==> config.mk <==
export PLATFORM = sky130hd
export DESIGN_NAME = mem_arbiter
export DESIGN_NICKNAME = d
export VERILOG_FILES = /design/src/rtl/mem_arb_pkg.sv /design/src/rtl/mem_arb_pick.sv /design/src/rtl/mem_arbiter.sv
export SDC_FILE = /design/constraint.sdc
export NUM_CORES = 1
export LEC_CHECK = 0
export ABC_AREA = 1
export CORE_AREA = 2 2 130 132
export DETAILED_ROUTE_END_ITERATION = 6
export DIE_AREA = 0 0 132 134
export DONT_BUFFER_PORTS = 1
export HOLD_SLACK_MARGIN = 0.03
export PLACE_DENSITY_LB_ADDON = 0.05
export SLEW_MARGIN = 10
export SYNTH_ARGS = -nofsm -noshare
export SYNTH_HDL_FRONTEND = slang
export SYNTH_HIERARCHICAL = 1
export SYNTH_SLANG_ARGS = --single-unit
export TNS_END_PERCENT = 50
==> constraint.sdc <==
create_clock -name clk -period 2.3 [get_ports clk]
set_clock_uncertainty 0.2 [all_clocks]
set_input_delay 0.575 -clock clk [delete_from_list [all_inputs] [get_ports clk]]
set_output_delay 0.575 -clock clk [all_outputs]
set_load 0.01 [all_outputs]
==> src/rtl/mem_arb_pkg.sv <==
// mem_arb_pkg: arbiter state encodings, port-select constants and memory opcodes
package mem_arb_pkg;
  typedef enum logic [1:0] {
    ARB_IDLE  = 2'd0,
    ARB_OWN0  = 2'd1,
    ARB_OWN1  = 2'd2,
    ARB_LOCK1 = 2'd3
  } arb_state_t;
  localparam logic [1:0] SEL_NONE = 2'b00;
  localparam logic [1:0] SEL_P0 = 2'b01;
  localparam logic [1:0] SEL_P1 = 2'b10;
  localparam logic [9:0] FUNCT_LW = 10'h002;
  localparam logic [9:0] FUNCT_SW = 10'h102;
  localparam logic [3:0] STARVE_MAX = 4'hf;
endpackage

==> src/rtl/mem_arb_pick.sv <==
// mem_arb_pick: combinational winner select, port 0 first unless port 1 is starved or holds the lock
module mem_arb_pick
  import mem_arb_pkg::*;
#(
  parameter int STARVE_LIMIT = 4
) (
  input  logic       v0,
  input  logic       v1,
  input  logic [1:0] state,
  input  logic [3:0] starve_cnt,
  output logic [1:0] grant
);
  logic starve;
  // a locked port 1 owns the RAM; otherwise port 0 wins ties until port 1 has waited too long
  always_comb begin
    starve = starve_cnt >= 4'(STARVE_LIMIT);
    grant = state == ARB_LOCK1 ? SEL_P1 : v0 && !(v1 && starve) ? SEL_P0 : v1 ? SEL_P1 : SEL_NONE;
  end
endmodule

==> src/rtl/mem_arbiter.sv <==
// mem_arbiter: two-port single-RAM arbiter with port-1 lock; MEM_ARB_STARVE_GUARD_EN enables the port-1 starvation guard
module mem_arbiter
  import mem_arb_pkg::*;
#(
  parameter int STARVE_LIMIT = 4
) (
  input  logic        clk,
  input  logic        rst,
  input  logic        req0_valid,
  input  logic        req0_we,
  input  logic [9:0]  req0_funct,
  input  logic [31:0] req0_addr,
  input  logic [31:0] req0_wdata,
  output logic        req0_ready,
  output logic        resp0_valid,
  output logic [31:0] resp0_rdata,
  input  logic        req1_valid,
  input  logic        req1_lock,
  input  logic        req1_we,
  input  logic [9:0]  req1_funct,
  input  logic [31:0] req1_addr,
  input  logic [31:0] req1_wdata,
  output logic        req1_ready,
  output logic        resp1_valid,
  output logic [31:0] resp1_rdata,
  output logic        ram_r_en,
  output logic        ram_w_en,
  output logic [9:0]  ram_funct,
  output logic [31:0] ram_addr,
  output logic [31:0] ram_wdata,
  input  logic [31:0] ram_rdata,
  output logic [1:0]  arb_state
);
  arb_state_t state;
  logic [1:0] grant;
  logic hs0, hs1;
`ifdef MEM_ARB_STARVE_GUARD_EN
  logic [3:0] starve_cnt;
  // count port-0 wins taken while port 1 keeps waiting
  always_ff @(posedge clk)
    if (rst || hs1 || !req1_valid) starve_cnt <= '0;
    else if (hs0 && starve_cnt != STARVE_MAX) starve_cnt <= starve_cnt + 4'd1;
  mem_arb_pick #(.STARVE_LIMIT(STARVE_LIMIT)) u_pick (
    .v0(req0_valid),
    .v1(req1_valid),
    .state(state),
    .starve_cnt(starve_cnt),
    .grant(grant)
  );
`else
  mem_arb_pick #(.STARVE_LIMIT(STARVE_LIMIT)) u_pick (
    .v0(req0_valid),
    .v1(req1_valid),
    .state(state),
    .starve_cnt(4'd0),
    .grant(grant)
  );
`endif
  // ready follows the grant but is withheld under reset so no access can start
  always_comb begin
    req0_ready = grant[0] && !rst;
    req1_ready = grant[1] && !rst;
    hs0 = req0_valid && req0_ready;
    hs1 = req1_valid && req1_ready;
    ram_r_en = hs0 ? !req0_we : hs1 && !req1_we;
    ram_w_en = hs0 ? req0_we : hs1 && req1_we;
    ram_funct = hs0 ? req0_funct : hs1 ? req1_funct : '0;
    ram_addr = hs0 ? req0_addr : hs1 ? req1_addr : '0;
    ram_wdata = hs0 ? req0_wdata : hs1 ? req1_wdata : '0;
  end
  // ownership state and one-cycle responses; read data is captured in the handshake cycle
  always_ff @(posedge clk)
    if (rst) begin
      state <= ARB_IDLE;
      resp0_valid <= 1'b0;
      resp1_valid <= 1'b0;
      resp0_rdata <= '0;
      resp1_rdata <= '0;
    end else begin
      state <= hs0 ? ARB_OWN0 : hs1 ? (req1_lock ? ARB_LOCK1 : ARB_OWN1) : ARB_IDLE;
      resp0_valid <= hs0;
      resp1_valid <= hs1;
      if (hs0 && !req0_we) resp0_rdata <= ram_rdata;
      if (hs1 && !req1_we) resp1_rdata <= ram_rdata;
    end
  assign arb_state = state;
endmodule

==> results of run 1 <==
==> where the power goes <==
part	internal (mW)	leakage [nW]	switching, mW	total [mW]
Combinational	0.129	1.48	0.256	0.385
Clock	0.751	0.135	0.524	1.27
Sequential	1.22	0.553	0.0460	1.26
Total	2.10	2.17	0.826	2.92
==> worst max-delay path, cell delays in order (launching register included) <==
cell	delay (ps)
dfxtp_2	330
nand2_2	80
nand2_2	80
a21oi_4	40
nand3_4	110
inv_8	60
nor2_4	140
buf_12	220
nand2_1	110
nand2_2	100
==> through the flow <==
stage	instance area [um2]	utilization (%)	setup slack, ps	TNS [ps]	std cells
2_1_floorplan	3860	-	37.7	0	660
3_3_place_gp	4180	25.6	-78.8	-2700	858
3_5_place_dp	4180	25.6	-88.1	-2890	858
4_1_cts	4640	28.5	-152	-8930	878
5_1_grt	4730	29.1	-197	-12760	877
6_report	4730	29.1	-113	-5910	877
==> placed cells by master, fill, tap and decap left out <==
master      count
nand2_1       209
nand3_4         2
clkinv_1        2
conb_1          2
clkbuf_1        1
dfxtp_2         2
inv_2           1
o21bai_1        1
a21oi_4         1
clkbuf_16       9
o21ai_2         1
clkinv_2        4
buf_12          7
nor2_2          2
nor2_1        128
dfxtp_1        66
nand2_4         1
nor2_4          3
clkbuf_8        1
nand2_2        86
inv_8           1
clkinvlp_4      1
buf_4          21
buf_6           2
inv_1          39
nand4_1        64
==> synth_stat cells <==
cell,instances,area [um2]
nand2_1,295,1110
nor2_1,130,488
dfxtp_1,68,1360
nand4_1,64,400
inv_1,39,146
buf_2,26,130
clkbuf_1,13,48.8
buf_4,5,37.5
buf_1,4,15.0
clkinv_1,2,7.51
nand3_4,2,35.0
nor2_4,2,22.5
a21oi_1,1,5.00
buf_6,1,11.3
conb_1,1,3.75
inv_2,1,3.75
inv_4,1,6.26
nand2_2,1,6.26
nor2_2,1,6.26
o21ai_0,1,5.00
o21bai_1,1,7.51
==> cell families (layout without fill, tap and decap cells) <==
group | after synthesis | in the layout | share of synthesized area (%)
AOI/OAI and AO/OA | 3 | 3 | 0.454
buffers and inverters | 92 | 89 | 10.5
DFF | 68 | 68 | 35.3
other | 1 | 2 | 0.0973
and+or+nand+nor | 495 | 495 | 53.6
==> sequential cells by signal, summed over array words and instances (netlist names) <==
register	count
arb_state	2
resp0_rdata	32
resp0_valid	1
resp1_rdata	32
resp1_valid	1
==> routing by layer <==
layer  up-vias  part of all wire, %  GRT usage (%)
li1       2015                    -              -
met1      1845                   39           19.0
met2       207                   49           29.0
met3        30                  8.3           5.03
met4         2                  3.2           7.79
met5         -                0.070              0
==> layout make-up <==
cell class | count | area share, %
sequential | 68 | 28.8
tap | 220 | 5.81
inverter | 43 | 3.57
clock buffer | 11 | 5.13
multi-input combinational | 500 | 49.3
clock inverter | 5 | 0.581
timing repair buffer | 30 | 6.77
==> worst max-delay path by stage <==
stage,from,slack (ps),to,cells past startpoint
floorplan,req1_valid,40,ram_addr[13],9
global placement,req1_valid,-80,ram_funct[1],8
global route,arb_state[0],-200,ram_wdata[4],7
CTS,arb_state[0],-150,ram_wdata[19],9
detailed placement,req1_valid,-90,ram_wdata[19],8
finish,arb_state[0],-110,ram_addr[19],9
==> what timing repair did <==
action,CTS,global route
pin swaps,18,1
resized for setup,53,45
hold buffers,0,0
buffers inserted,3,0
gates cloned,1,0
setup endpoints to repair,77,77
==> impl_metrics.tcl, run 1 <==
set metrics [dict create \
    placeableCoreArea_um2 16300 \
    post_synth_instance_area_um2 3850 \
    fp-row-count 47 \
    drc_errors 3 \
    violations "design-rule violations, negative setup slack" \
    required_ps 1520 \
    drive_gt1_share_pct 22.1 \
    startpoint_type "flop" \
    cts_buffers 9 \
    cts_sinks 68 \
    clock_path_buffers 2 \
    leakage_nw 2.17 \
    whs_ps 149 \
    finalCritPeriodShare_pct 105 \
    groute.usage.overall_pct 16.8 \
    io_pins 333 \
    status "finished, violations left" \
    setup_violations 76 \
    antenna_found_initial 1 \
    hold_class "primary input to flop" \
    hpwlAfterDp_mm 11.9 \
    cts_tree "built" \
    fin_ws_ps -113 \
    reg2reg_to "resp0_rdata[17]" \
    synth_cells 659 \
    multi_input_area_um2 2340 \
    vias 4099 \
    worstSetupEndpointType "output port" \
    die_y_um 134 \
    die_w_um 132 \
    drt-initial-drc-count 178 \
    hold_violations 0 \
    grt_max_degree 65 \
    wire_per_inst_um 18.0 \
    slew_viol_final 0 \
    r2r-start "arb_state[0]" \
    antenna_cells 0 \
    min_period_ps 2410 \
    numPortBuffers 0 \
    dieArea_um2 17700 \
    rsz0062_at_grt "yes" \
    start_util_pct 23.7 \
    drtPass1Iterations 7 \
    synth_warnings 6 \
    hold_start "req1_lock" \
    reg2reg_slack_ps 440 \
    hold_path_depth 2 \
    overflow 0 \
    cts-root-buf "clkbuf_16" \
    synth_area_per_cell_um2 5.85 \
    drt_wl_total_mm 15.8 \
    yosysUniqueCellTypes 21 \
    drtAntennaViolNets 0 \
    power_density_nw_per_um2 617 \
    vias_per_cell 4.67 \
    nets 839 \
    grt_pass1_wl_mm 22.5 \
    p_total_mw 2.92 \
    ir_worst_vdd_mv 0.320 \
    synth.ff_latch_count 68 \
    hold_end "arb_state[0]" \
    insertion_delay_ps 340 \
    yosysSeqAreaShare_pct 35.3 \
    worst_slew_pin_slew_ps 643 \
    grt_pass1_vias 3843 \
    cp_data_arrival_time_ps 1640 \
    syn2layout_area_growth_pct 22.8 \
    max_slew_margin_pct 57.1 \
    cap_violations 0 \
    cts_max_level 3 \
    critPathMaxFanout 41 \
    clk_pin_slew_ps 60 \
    fmax_ghz 0.414 \
    nFillCells 1831 \
    reg2regPathDepth 11 \
    register_area_um2 1360 \
    place.gp.congestion 0.900 \
    crit_type "flop to output port" \
]
Note: power is estimated with default switching activity, not from simulation.
==> run 2, diff against run 1 <==
--- a/config.mk
+++ b/config.mk
@@ -6,9 +6,9 @@
 export NUM_CORES = 1
 export LEC_CHECK = 0
 export ABC_AREA = 1
-export CORE_AREA = 2 2 130 132
+export CORE_AREA = 2 2 128 130
 export DETAILED_ROUTE_END_ITERATION = 6
-export DIE_AREA = 0 0 132 134
+export DIE_AREA = 0 0 130 132
 export DONT_BUFFER_PORTS = 1
 export HOLD_SLACK_MARGIN = 0.03
 export PLACE_DENSITY_LB_ADDON = 0.05
==> constraint.sdc (replaced) <==
create_clock -name clk -period 2.75 [get_ports clk]
set_clock_uncertainty 0.2 [all_clocks]
set_input_delay 0.6875 -clock clk [delete_from_list [all_inputs] [get_ports clk]]
set_output_delay 0.6875 -clock clk [all_outputs]
set_load 0.01 [all_outputs]
==> run 2 against run 1 <==
  * The run now ends clean
  * Flip-flop and latch count unchanged
  * Setup slack better by 190 ps
  * Largest power group is now sequential cells
  * Via count decreased by 0.17%
  * First-iteration DRC count is 67% higher
  * Hold slack better by 110 ps
  * Routed wire length increased by 3.2%
  * Register-to-register slack better by 410 ps
==> impl_metrics.tcl, run 2 (synthesized netlist as in run 1, its figures left out) <==
set metrics [dict create \
    status "complete, no violations" \
    numPortBuffers 0 \
    critPathMaxFanout 45 \
    start_util_pct 24.5 \
    dpl-instance-area_um2 4080 \
    dieArea_um2 17200 \
    die_w_um 130 \
    vias_per_cell 4.75 \
    cap_violations 0 \
    grt_pass1_vias 3667 \
    groute.usage.overall_pct 17.7 \
    cp_data_arrival_time_ps 1780 \
    dp_slack_ps 96.9 \
    fin_setup_tns_ps 0 \
    startpoint_type "primary input" \
    hold_buffers 0 \
    cts_max_level 3 \
    hold_class "primary input to flop" \
    drt-initial-drc-count 297 \
    fp-row-count 46 \
    min_period_ps 2670 \
    overflow 0 \
    drive_gt1_share_pct 7.13 \
    grt_pass1_wl_mm 22.6 \
    nFillCells 1809 \
    drtPass1Iterations 4 \
    cts-root-buf "clkbuf_16" \
    power_density_nw_per_um2 547 \
    antenna_found_initial 4 \
    clock_path_buffers 2 \
    placeableCoreArea_um2 15700 \
    wire_per_inst_um 18.9 \
    slew_viol_final 0 \
    setup_violations 0 \
    worstSetupEndpointType "output port" \
    nets 827 \
    finalCritPeriodShare_pct 97.1 \
    cts_tree "built" \
    grt_max_degree 65 \
    clk_pin_slew_ps 60 \
    dpl.cell_count 845 \
    drt_wl_total_mm 16.3 \
    required_ps 1860 \
    cts_sinks 68 \
    fin_ws_ps 78.8 \
    crit_type "primary input to output port" \
    drc_errors 0 \
    worst_slew_pin_slew_ps 668 \
    final_common_cell "nand2_1" \
    hold_violations 0 \
    die_y_um 132 \
    drtAntennaViolNets 0 \
    p_total_mw 2.39 \
    post-route-util_pct 27.8 \
    syn2layout_area_growth_pct 13.2 \
    leakage_nw 2.11 \
    io_pins 333 \
    whs_ps 262 \
    cts_resized 0 \
    max_slew_margin_pct 55.5 \
    fmax_ghz 0.374 \
    cts_setup_buffers 0 \
    place.gp.congestion 0.871 \
    insertion_delay_ps 330 \
    hpwlAfterDp_mm 12.7 \
    cts_buffers 9 \
    instances_no_fill 862 \
    vias 4092 \
    fin_area_um2 4370 \
    ir_worst_vdd_mv 0.343 \
    mostFrequentLayoutCells "nand2_1 (293), nor2_1 (128), dfxtp_1 (68)" \
]
==> run 2: per-layer routing <==
metal,routed length (um),global-route usage (%),up-vias,share of wire (%)
li1,-,-,1991,-
met1,6310,19.6,1845,39
met2,7830,30.1,220,48
met3,1710,8.12,30,10
met4,380,5.68,6,2.3
met5,44,0,-,0.27
==> run 2: worst max-delay path, stage by stage <==
cell and delay [ps]:
inv_1 20, o21bai_1 140, nand2_1 120, nand3_4 120, nor2_4 180, buf_12 220, nand2_1 100, nand2_1 170
==> run 2: power breakdown <==
group | switching [mW] | total, mW | internal, mW | leakage, nW
sequential | 0.0378 | 1.06 | 1.02 | 0.552
clock | 0.416 | 1.04 | 0.628 | 0.135
combinational | 0.206 | 0.290 | 0.0838 | 1.43
==> run 2: final timing paths <==
check | start | to | slack (ps) | cells after the start
max | req1_valid | ram_wdata[31] | 80 | 8
min | req1_lock | arb_state[0] | 260 | 2
max reg2reg | arb_state[0] | resp0_rdata[15] | 850 | 9
min reg2reg | resp0_rdata[15] | resp0_rdata[15] | 330 | 2
==> run 2: final cells by class <==
cell class / instances / area, um2 / area share [%]
sequential: 68 / 1360 / 31.2
clock inverter: 5 / 27.5 / 0.631
timing repair buffer: 18 / 193 / 4.41
tap: 216 / 270 / 6.19
clock buffer: 11 / 243 / 5.56
antenna: 1 / 2.50 / 0.0573
inverter: 43 / 164 / 3.75
multi-input combinational: 500 / 2100 / 48.2
